**src/rtl/rvc_packer.sv**
```systemverilog
// RV32I -> RVC halfword packer: compresses where possible and packs parcels into 32-bit words.
// Optional control-flow compression is enabled by defining RVC_BRANCH_COMPRESS_EN.
module rvc_packer (
    input  logic        clk,
    input  logic        reset_n,
    input  logic        in_valid,
    output logic        in_ready,
    input  logic [31:0] in_inst,
    input  logic        flush,
    output logic        out_valid,
    input  logic        out_ready,
    output logic [31:0] out_word,
    output logic [15:0] comp_count
);

    typedef enum logic {S_EMPTY = 1'b0, S_HALF = 1'b1} state_t;

    state_t      r_state;
    state_t      w_state_nxt;
    logic [15:0] r_residue;
    logic        r_out_valid;
    logic [31:0] r_out_word;
    logic [15:0] r_comp_count;

    logic [6:0]  w_op;
    logic [2:0]  w_f3;
    logic [6:0]  w_f7;
    logic [4:0]  w_rd;
    logic [4:0]  w_rs1;
    logic [4:0]  w_rs2;
    logic [11:0] w_immi;
    logic [11:0] w_imms;
    logic        w_rdp;
    logic        w_rs1p;
    logic        w_rs2p;
    logic        w_si_ok;
    logic        w_lw_ok;
    logic        w_sw_ok;
    logic        w_lui_ok;
    logic        w_alu_ok;
    logic [1:0]  w_sel;
    logic        w_is_c;
    logic [15:0] w_parcel;

    logic        w_in_fire;
    logic        w_flush_fire;
    logic        w_emit;
    logic [31:0] w_emit_word;
    logic        w_res_ld;
    logic [15:0] w_res_d;

    assign w_op   = in_inst[6:0];
    assign w_rd   = in_inst[11:7];
    assign w_f3   = in_inst[14:12];
    assign w_rs1  = in_inst[19:15];
    assign w_rs2  = in_inst[24:20];
    assign w_f7   = in_inst[31:25];
    assign w_immi = in_inst[31:20];
    assign w_imms = {in_inst[31:25], in_inst[11:7]};

    assign w_rdp   = (w_rd[4:3] == 2'b01);
    assign w_rs1p  = (w_rs1[4:3] == 2'b01);
    assign w_rs2p  = (w_rs2[4:3] == 2'b01);
    assign w_si_ok = (w_immi[11:5] == '0) || (w_immi[11:5] == '1);
    assign w_lw_ok = (w_immi[11:7] == '0) && (w_immi[1:0] == 2'b00);
    assign w_sw_ok = (w_imms[11:7] == '0) && (w_imms[1:0] == 2'b00);

    // lui immediate must be a sign-extended, nonzero 6-bit value
    assign w_lui_ok = (w_rd != 5'd0) && (w_rd != 5'd2)
                   && ((in_inst[31:17] == '0) || (in_inst[31:17] == '1))
                   && (in_inst[17:12] != '0);

    assign w_alu_ok = ((w_f7 == 7'b0100000) && (w_f3 == 3'b000))
                   || ((w_f7 == 7'b0000000) && (w_f3 == 3'b100))
                   || ((w_f7 == 7'b0000000) && (w_f3[2:1] == 2'b11));

    assign w_sel = (w_f3 == 3'b000) ? 2'b00 :
                   (w_f3 == 3'b100) ? 2'b01 :
                   w_f3[0]          ? 2'b11 : 2'b10;

`ifdef RVC_BRANCH_COMPRESS_EN
    logic [20:1] w_jimm;
    logic [12:1] w_bimm;
    assign w_jimm = {in_inst[31], in_inst[19:12], in_inst[20], in_inst[30:21]};
    assign w_bimm = {in_inst[31], in_inst[7], in_inst[30:25], in_inst[11:8]};
`endif

    always_comb begin
        w_is_c   = 1'b0;
        w_parcel = '0;
        if (w_op == 7'b0010011 && w_f3 == 3'b000) begin
            if (in_inst[31:7] == '0) begin
                w_is_c   = 1'b1;
                w_parcel = 16'h0001;
            end else if (w_rd == w_rs1 && w_rd != '0 && w_si_ok && w_immi != '0) begin
                w_is_c   = 1'b1;
                w_parcel = {3'b000, w_immi[5], w_rd, w_immi[4:0], 2'b01};
            end else if (w_rd != '0 && w_rs1 == '0 && w_si_ok) begin
                w_is_c   = 1'b1;
                w_parcel = {3'b010, w_immi[5], w_rd, w_immi[4:0], 2'b01};
            end
        end else if (w_op == 7'b0110111 && w_lui_ok) begin
            w_is_c   = 1'b1;
            w_parcel = {3'b011, in_inst[17], w_rd, in_inst[16:12], 2'b01};
        end else if (w_op == 7'b0000011 && w_f3 == 3'b010
                     && w_rdp && w_rs1p && w_lw_ok) begin
            w_is_c   = 1'b1;
            w_parcel = {3'b010, w_immi[5:3], w_rs1[2:0], w_immi[2], w_immi[6],
                        w_rd[2:0], 2'b00};
        end else if (w_op == 7'b0100011 && w_f3 == 3'b010
                     && w_rs2p && w_rs1p && w_sw_ok) begin
            w_is_c   = 1'b1;
            w_parcel = {3'b110, w_imms[5:3], w_rs1[2:0], w_imms[2], w_imms[6],
                        w_rs2[2:0], 2'b00};
        end else if (w_op == 7'b0010011 && w_f3 == 3'b101
                     && {w_f7[6], w_f7[4:0]} == '0 && w_rd == w_rs1
                     && w_rdp && w_rs2 != '0) begin
            w_is_c   = 1'b1;
            w_parcel = {3'b100, 2'b00, w_f7[5], w_rd[2:0], w_rs2, 2'b01};
        end else if (w_op == 7'b0010011 && w_f3 == 3'b111
                     && w_rd == w_rs1 && w_rdp && w_si_ok) begin
            w_is_c   = 1'b1;
            w_parcel = {3'b100, w_immi[5], 2'b10, w_rd[2:0], w_immi[4:0], 2'b01};
        end else if (w_op == 7'b0110011 && w_alu_ok
                     && w_rd == w_rs1 && w_rdp && w_rs2p) begin
            w_is_c   = 1'b1;
            w_parcel = {6'b100011, w_rd[2:0], w_sel, w_rs2[2:0], 2'b01};
        end else if (w_op == 7'b0110011 && w_f3 == 3'b000 && w_f7 == '0
                     && w_rd != '0 && w_rs2 != '0) begin
            if (w_rd == w_rs1) begin
                w_is_c   = 1'b1;
                w_parcel = {4'b1001, w_rd, w_rs2, 2'b10};
            end else if (w_rs1 == '0) begin
                w_is_c   = 1'b1;
                w_parcel = {4'b1000, w_rd, w_rs2, 2'b10};
            end
`ifdef RVC_BRANCH_COMPRESS_EN
        end else if (w_op == 7'b1101111 && w_rd[4:1] == '0
                     && ((w_jimm[20:11] == '0) || (w_jimm[20:11] == '1))) begin
            w_is_c   = 1'b1;
            w_parcel = {~w_rd[0], 2'b01, w_jimm[11], w_jimm[4], w_jimm[9:8],
                        w_jimm[10], w_jimm[6], w_jimm[7], w_jimm[3:1],
                        w_jimm[5], 2'b01};
        end else if (w_op == 7'b1100111 && w_f3 == 3'b000 && w_rd[4:1] == '0
                     && w_rs1 != '0 && w_immi == '0) begin
            w_is_c   = 1'b1;
            w_parcel = {3'b100, w_rd[0], w_rs1, 5'b00000, 2'b10};
        end else if (w_op == 7'b1100011 && w_f3[2:1] == 2'b00 && w_rs1p
                     && w_rs2 == '0
                     && ((w_bimm[12:8] == '0) || (w_bimm[12:8] == '1))) begin
            w_is_c   = 1'b1;
            w_parcel = {2'b11, w_f3[0], w_bimm[8], w_bimm[4:3], w_rs1[2:0],
                        w_bimm[7:6], w_bimm[2:1], w_bimm[5], 2'b01};
`endif
        end
    end

    assign in_ready     = !r_out_valid || out_ready;
    assign w_in_fire    = in_valid && in_ready;
    assign w_flush_fire = flush && !in_valid && in_ready && (r_state == S_HALF);

    always_ff @(posedge clk or negedge reset_n) begin
        if (!reset_n) r_state <= S_EMPTY;
        else          r_state <= w_state_nxt;
    end

    always_comb begin
        w_state_nxt = r_state;
        if (w_in_fire) begin
            if (w_is_c) w_state_nxt = (r_state == S_EMPTY) ? S_HALF : S_EMPTY;
        end else if (w_flush_fire) begin
            w_state_nxt = S_EMPTY;
        end
    end

    always_comb begin
        w_emit      = 1'b0;
        w_emit_word = '0;
        w_res_ld    = 1'b0;
        w_res_d     = r_residue;
        if (w_in_fire) begin
            if (r_state == S_EMPTY) begin
                if (w_is_c) begin
                    w_res_ld = 1'b1;
                    w_res_d  = w_parcel;
                end else begin
                    w_emit      = 1'b1;
                    w_emit_word = in_inst;
                end
            end else if (w_is_c) begin
                w_emit      = 1'b1;
                w_emit_word = {w_parcel, r_residue};
            end else begin
                w_emit      = 1'b1;
                w_emit_word = {in_inst[15:0], r_residue};
                w_res_ld    = 1'b1;
                w_res_d     = in_inst[31:16];
            end
        end else if (w_flush_fire) begin
            w_emit      = 1'b1;
            w_emit_word = {16'h0001, r_residue};
        end
    end

    always_ff @(posedge clk or negedge reset_n) begin
        if (!reset_n) begin
            r_residue    <= '0;
            r_out_valid  <= 1'b0;
            r_out_word   <= '0;
            r_comp_count <= '0;
        end else begin
            if (w_res_ld) r_residue <= w_res_d;
            if (w_emit) begin
                r_out_valid <= 1'b1;
                r_out_word  <= w_emit_word;
            end else if (out_ready) begin
                r_out_valid <= 1'b0;
            end
            if (w_in_fire && w_is_c && r_comp_count != 16'hFFFF)
                r_comp_count <= r_comp_count + 16'd1;
        end
    end

    assign out_valid  = r_out_valid;
    assign out_word   = r_out_word;
    assign comp_count = r_comp_count;

endmodule

```
**config.mk**
```make
export PLATFORM = sky130hd
export DESIGN_NAME = rvc_packer
export DESIGN_NICKNAME = d
export VERILOG_FILES = /design/src/rtl/rvc_packer.sv
export SDC_FILE = /design/constraint.sdc
export NUM_CORES = 1
export LEC_CHECK = 0
export BUFFER_PORTS_ARGS = -buffer_cell sky130_fd_sc_hd__buf_4
export CORE_MARGIN = 10
export CORE_UTILIZATION = 35
export CTS_BUF_LIST = sky130_fd_sc_hd__clkbuf_16
export DETAILED_ROUTE_END_ITERATION = 6
export HOLD_SLACK_MARGIN = 0.06
export PLACE_DENSITY = 0.52
export SYNTH_ARGS = -nofsm -noshare
export SYNTH_HDL_FRONTEND = slang
export SYNTH_SLANG_ARGS = --single-unit
```
**constraint.sdc**
```tcl
create_clock -name clk -period 6.04 [get_ports clk]
set_clock_uncertainty 0.15 [all_clocks]
set_input_delay 0 -clock clk [delete_from_list [all_inputs] [get_ports clk]]
set_output_delay 0 -clock clk [all_outputs]
set_load 0.03 [all_outputs]
```
=== Word-level counts from Yosys, hierarchy flattened ===
Index checks and enable logic that the tools add are counted.

* Multiplexer cells: 50
* Add/subtract/negate cells: 1
* Reduce and logical (&&, ||, !) cells: 71
* Equality and inequality tests: 21

{| class="wikitable"
|+ Operator list
! kind !! number
|-
| $mux W16 || 13
|-
| $mux W32 || 4
|-
| $logic_and A1 B1 Y1 || 46
|-
| $mux W15 || 3
|-
| $eq A7 B6 Y1 const B || 4
|-
| $mux W1 || 27
|-
| $logic_not A25 Y1 || 1
|-
| $mux W17 || 1
|-
| $add A16 B1 Y16 const B || 1
|-
| $ne A16 B16 Y1 const B || 1
|-
| $eq A15 B15 Y1 const B || 1
|-
| $logic_not A15 Y1 || 1
|-
| $reduce_bool A12 Y1 || 1
|-
| $logic_not A5 Y1 || 2
|-
| $reduce_bool A5 Y1 || 2
|-
| $eq A3 B3 Y1 const B || 3
|-
| $eq A7 B2 Y1 const B || 1
|-
| $eq A7 B5 Y1 const B || 1
|-
| $eq A7 B7 Y1 const B || 1
|-
| $logic_not A7 Y1 || 1
|-
| $eq A2 B1 Y1 const B || 3
|-
| $logic_not A6 Y1 || 1
|-
| $reduce_bool A2 Y1 || 3
|-
| $reduce_bool A6 Y1 || 1
|-
| 12 further kinds || 20
|}

* Bits in registers: 66
* Logic and storage cells: 148
* Input bits: 37
* Output and inout port bits: 50

=== Logic depth before layout (Yosys ltp) ===
* Depth after elaboration: 19
* Mapped depth: 15
* Mapped depth without buffers: 13

=== Worst setup path before layout ===
No wires, ideal clock.

* Path type: input to register
* From: in in_inst[12]
* To: reg r_out_word[8], in the netlist out_word[8]
* Stages: 15
* Path slack: 2.469 ns
* Setup time: 0.066 ns
* Path buffers: 3
* Data required time: 5.824 ns
* Data arrival time: 3.354 ns
* Cells stage by stage: clkbuf_1 -> nor3_1 -> nand3_1 -> or3_1 -> clkbuf_1 -> a211o_1 -> a2111oi_4 -> inv_1 -> ha_1 -> or3_1 -> nor2_1 -> nor2_1 -> clkbuf_1 -> nor2b_1 -> a221o_1

* Longest elaborated chain between the ends: 18
* Elaborated cells on any way between the ends: 54
* Those cells by class: eq/ne (4); mux (15); reduce/logical (35)

{| class="wikitable"
|+ Ends and longest elaborated chain
! element !! line !! RTL
|-
| start, declared || 8 || <nowiki>input logic [31:0] in_inst,</nowiki>
|-
| $eq A3 B3 Y1 or $logic_not A3 Y1 (tied branches) || n/a ||
|-
| $logic_and A1 B1 Y1, on equally long branches || 74, 73 ||
|-
| $logic_or A1 B1 Y1 || 74 || <nowiki>|| ((w_f7 == 7'b0000000) && (w_f3 == 3'b100))</nowiki>
|-
| $logic_or A1 B1 Y1 || 75 || <nowiki>|| ((w_f7 == 7'b0000000) && (w_f3[2:1] == 2'b11));</nowiki>
|-
| $logic_and A1 B1 Y1 || 124 || <nowiki>end else if (w_op == 7'b0110011 && w_alu_ok</nowiki>
|-
| $logic_and A1 B1 Y1 (3 in series) || 125 || <nowiki>&& w_rd == w_rs1 && w_rdp && w_rs2p) begin</nowiki>
|-
| $mux W1 || 124 ||
|-
| $mux W1 || 120 || <nowiki>end else if (w_op == 7'b0010011 && w_f3 == 3'b111</nowiki>
|-
| $mux W1 || 115 || <nowiki>end else if (w_op == 7'b0010011 && w_f3 == 3'b101</nowiki>
|-
| $mux W1 || 110 || <nowiki>end else if (w_op == 7'b0100011 && w_f3 == 3'b010</nowiki>
|-
| $mux W1 || 105 || <nowiki>end else if (w_op == 7'b0000011 && w_f3 == 3'b010</nowiki>
|-
| $mux W1 || 102 || <nowiki>end else if (w_op == 7'b0110111 && w_lui_ok) begin</nowiki>
|-
| $mux W1 * || 91 || <nowiki>if (w_op == 7'b0010011 && w_f3 == 3'b000) begin</nowiki>
|-
| $mux W32 or $mux W1 (tied branches) || 183 || <nowiki>if (w_is_c) begin</nowiki>
|-
| $mux W32 or $mux W1 (tied branches) || 182 || <nowiki>if (r_state == S_EMPTY) begin</nowiki>
|-
| $mux W32 or $mux W1 (tied branches) || 181 || <nowiki>if (w_in_fire) begin</nowiki>
|-
| end signal, assigned || 215 || <nowiki>r_out_word <= w_emit_word;</nowiki>
|-
| end, declared || 22 || <nowiki>logic [31:0] r_out_word;</nowiki>
|}

Every way passes the cells marked *; elsewhere a longest branch is shown, timed or not.
A chain may end at the register's enable or synchronous reset.

=== Final worst setup path ===
* From: in in_inst[3]
* To: reg r_out_word[31], in the netlist out_word[31]

* Longest elaborated chain between the ends: 16
* Elaborated cells on any way between the ends: 55
* Those cells by class: eq/ne (5); mux (23); reduce/logical (27)

{| class="wikitable"
|+ Ends and longest elaborated chain
! element !! line !! RTL
|-
| $eq A7 B6 Y1 || 124, 128 ||
|-
| $logic_and A1 B1 Y1 (2 in series) || 128 || <nowiki>end else if (w_op == 7'b0110011 && w_f3 == 3'b000 && w_f7 == '0</nowiki>
|-
| $logic_and A1 B1 Y1 (2 in series) || 129 || <nowiki>&& w_rd != '0 && w_rs2 != '0) begin</nowiki>
|-
| $mux W1 or $mux W16 (tied branches) || 128 ||
|-
| $mux W1 or $mux W16 (tied branches) || 124 ||
|-
| $mux W1 or $mux W16 (tied branches) || 120 ||
|-
| $mux W1 or $mux W16 (tied branches) || 115 ||
|-
| $mux W1 or $mux W16 (tied branches) || 110 ||
|-
| $mux W1 or $mux W16 (tied branches) || 105 ||
|-
| $mux W1 or $mux W16 (tied branches) || 102 ||
|-
| $mux W1 or $mux W16 (tied branches) || 91 ||
|-
| $mux W32, or another cell as far along || 183 ||
|-
| $mux W32 or $mux W1 (tied branches) || 182 ||
|-
| $mux W32 or $mux W1 (tied branches) || 181 ||
|}

Several ways; a longest one is shown, not always the timed one.

==> flow_summary.toml <==
[status]
outcome = "finished, final reports clean"

[global_route]
grt_pass1_vias = 4630
antenna_found_initial = 0
grt_max_degree = 67
grt_first_pass_wirelength_mm = 29.0
track_usage_pct = 21.2
grt-ovfl-total = 0

[critical_path]
required_ps = 6160
path_class = "input pin to flip-flop"
endpoint_kind = "flip-flop"
critPathLaunchType = "input pin"
path_max_fanout = 21
critPathArrivalTime_ps = 5100

[clock_tree]
clk_latency_ps = 330
clockBufferDepth = 2
cts_buffers = 9
path_clk_slew_ps = 50
root_buffer = "clkbuf_16"
clock-sinks = 66
post_cts_resized = 0
post-cts-setup-buffers = 0
htreeDepth = 3
cts_tree = "done"
ctsHoldBuffers = 39

[yosys]
synth_cells = 489
syn_avg_cell_area_sq_um = 8.89
synth_seq_cells = 66
ys_seq_area_share_pct = 38.0
yosys_warnings = 0
ys_async_sr_fraction_pct = 100
syn_area_sq_um = 4350
synth.net_count = 528
synth.distinct_cells = 66
ys.flop_type = "dfrtp_1"
synth_edf_count = 0

[timing]
post-route-min-period_ps = 4990
slew_headroom_pct = 27.5
rsz0062_at_grt = "false"
slew_violations = 0
tightest_slew_ps = 1080
fin_crit_sh_pct = 82.5
fin_setup_tns_ps = 0
hold_violations = 0
max_freq_mhz = 201
setup_viol = 0
fin_ws_ps = 1050

[floorplan]
initial_utilization_pct = 36.0
die_area_sq_um = 17300
num_rows = 40
coreArea_sq_um = 12100
die_w_um = 131
design.portCount = 87
fp.dieH_um = 131

[power_and_ir_drop]
power-per-cell-area_nw_per_um2 = 298
ir_drop_mv = 0.160
p_leak_nw = 2.54

[finish]
syn2layout_area_growth_pct = 33.0
fin_util_pct = 47.9
finalNetCount = 638
mostFrequentLayoutCell = "buf_4"
n_antenna_cell = 0
multi_input_area_sq_um = 2520
seqCellArea_sq_um = 1650
drive_above_1_share_pct = 21.7
n_fill_cell = 1169
layout_common_cells = "buf_4 (93), dfrtp_1 (66), nand2_1 (49)"

[placement]
io_buffers = 86
place.gp.congestion = 0.988
dp_hpwl_mm = 13.7
pre_cts_slack_ps = 1680

[drt]
vias = 4683
antenna_left = 0
drtIter0Drc = 462
via_per_inst = 6.07
firstDrtPassIters = 6
routed_wl_mm = 18.8
drc = 0
routedWlPerCell_um = 24.3

[hold_path]
hold_path.class = "input pin to asynchronous set/reset pin"

[run]
cap_violations = 0
## power breakdown
group / total (W) / internal [W] / switching (W)
combinational: 0.000600 / 0.000234 / 0.000365
sequential: 0.000613 / 0.000547 / 0.0000659
clock: 0.000509 / 0.000314 / 0.000195
total: 0.00172 / 0.00110 / 0.000626
## worst max-delay path, stage by stage
cell and delay (ps):
dlygate4sd3_1 530, buf_4 160, and4bb_2 360, nand2_1 210, nor4_1 810, o21a_1 590
a2111oi_4 130, inv_1 90, ha_1 150, nor3_1 70, buf_4 190, nor2_2 720
buf_4 350, a221o_1 160, dlygate4sd3_1 540
## registers in the layout (all words and copies together) (netlist names)
register and cells:
comp_count 16, out_valid 1, out_word 32, r_residue 16, r_state 1
## metal layers
| layer | vias to the layer above | track usage, % | wire, um |
|---|---|---|---|
| met1 | 2290 | 29.5 | 8350 |
| met3 | 26 | 5.72 | 1840 |
| met4 | 0 | 4.88 | 279 |
| met2 | 284 | 31.7 | 8330 |
| met5 | - | 0 | 0 |
| li1 | 2083 | - | - |
## cell usage after synthesis, types with 3 or more instances
cell type | count | area [sq um]
nor2b_1 | 21 | 131
nor4_1 | 8 | 50.1
o31ai_1 | 10 | 75.1
xor2_1 | 14 | 123
inv_1 | 6 | 22.5
nand2_1 | 49 | 184
dfrtp_1 | 66 | 1650
a211o_1 | 3 | 26.3
o21a_1 | 4 | 30.0
clkbuf_1 | 25 | 93.8
a31oi_1 | 5 | 31.3
mux2_2 | 7 | 78.8
a31o_2 | 6 | 52.6
nor2_1 | 39 | 146
buf_4 | 3 | 22.5
nand4_1 | 6 | 37.5
a32oi_1 | 5 | 43.8
nand2b_1 | 3 | 18.8
o211ai_1 | 4 | 30.0
a22oi_1 | 10 | 75.1
a22o_1 | 4 | 35.0
a221oi_1 | 6 | 52.6
a21oi_1 | 22 | 110
o21ai_0 | 20 | 100
or3_1 | 9 | 56.3
nand3_1 | 22 | 110
a221o_1 | 18 | 180
nor3_1 | 20 | 100
a311o_1 | 3 | 30.0
and2_1 | 4 | 25.0
a211oi_1 | 4 | 30.0
xnor2_1 | 5 | 43.8
and3_1 | 9 | 56.3
and4_1 | 5 | 43.8
## final timing paths
| path | start | end | slack, ps | cells past startpoint |
|---|---|---|---|---|
| max | in_inst[3] | out_word[31] | 1050 | 15 |
| min | reset_n | out_word[31] | 170 | 2 |
| max reg2reg | r_state | out_word[31] | 2500 | 8 |
| min reg2reg | r_residue[15] | r_residue[15] | 320 | 2 |
| max in group asynchronous | reset_n | r_residue[3] | 5000 | 2 |
| min in group clk | r_residue[15] | r_residue[15] | 320 | 2 |
## logic make-up after synthesis
kind of cell               Yosys count  synth area share (%)
adders and majority gates            2                 0.576
muxes                                9                  2.27
AOI/OAI and AO/OA                  142                  25.4
DFF                                 66                  38.0
xor gates and xnor gates            19                  3.83
and+or+nand+nor                    211                  25.8
buffers and inverters               40                  4.12
## area by class of cell
type / instances / share of cell area [%]
Sequential cell: 66 / 28.6
Multi-Input combinational cell: 383 / 43.6
Timing Repair Buffer: 132 / 18.8
Clock inverter: 7 / 1.04
Inverter: 7 / 0.455
Clock buffer: 9 / 3.90
Tap cell: 168 / 3.64
## per-stage QoR
step / cells / hold WS, ps / power [W] / instance area [sq um]
2_1_floorplan: 489 / -446 / 0.000952 / 4350
4_1_cts: 772 / 211 / 0.00173 / 5780
5_1_grt: 772 / 257 / 0.00181 / 5780
3_3_place_gp: 717 / 8.97 / 0.00119 / 5100
3_5_place_dp: 717 / 14.7 / 0.00119 / 5100
6_report: 772 / 167 / 0.00172 / 5780
Power figures use the tool's default switching activity.
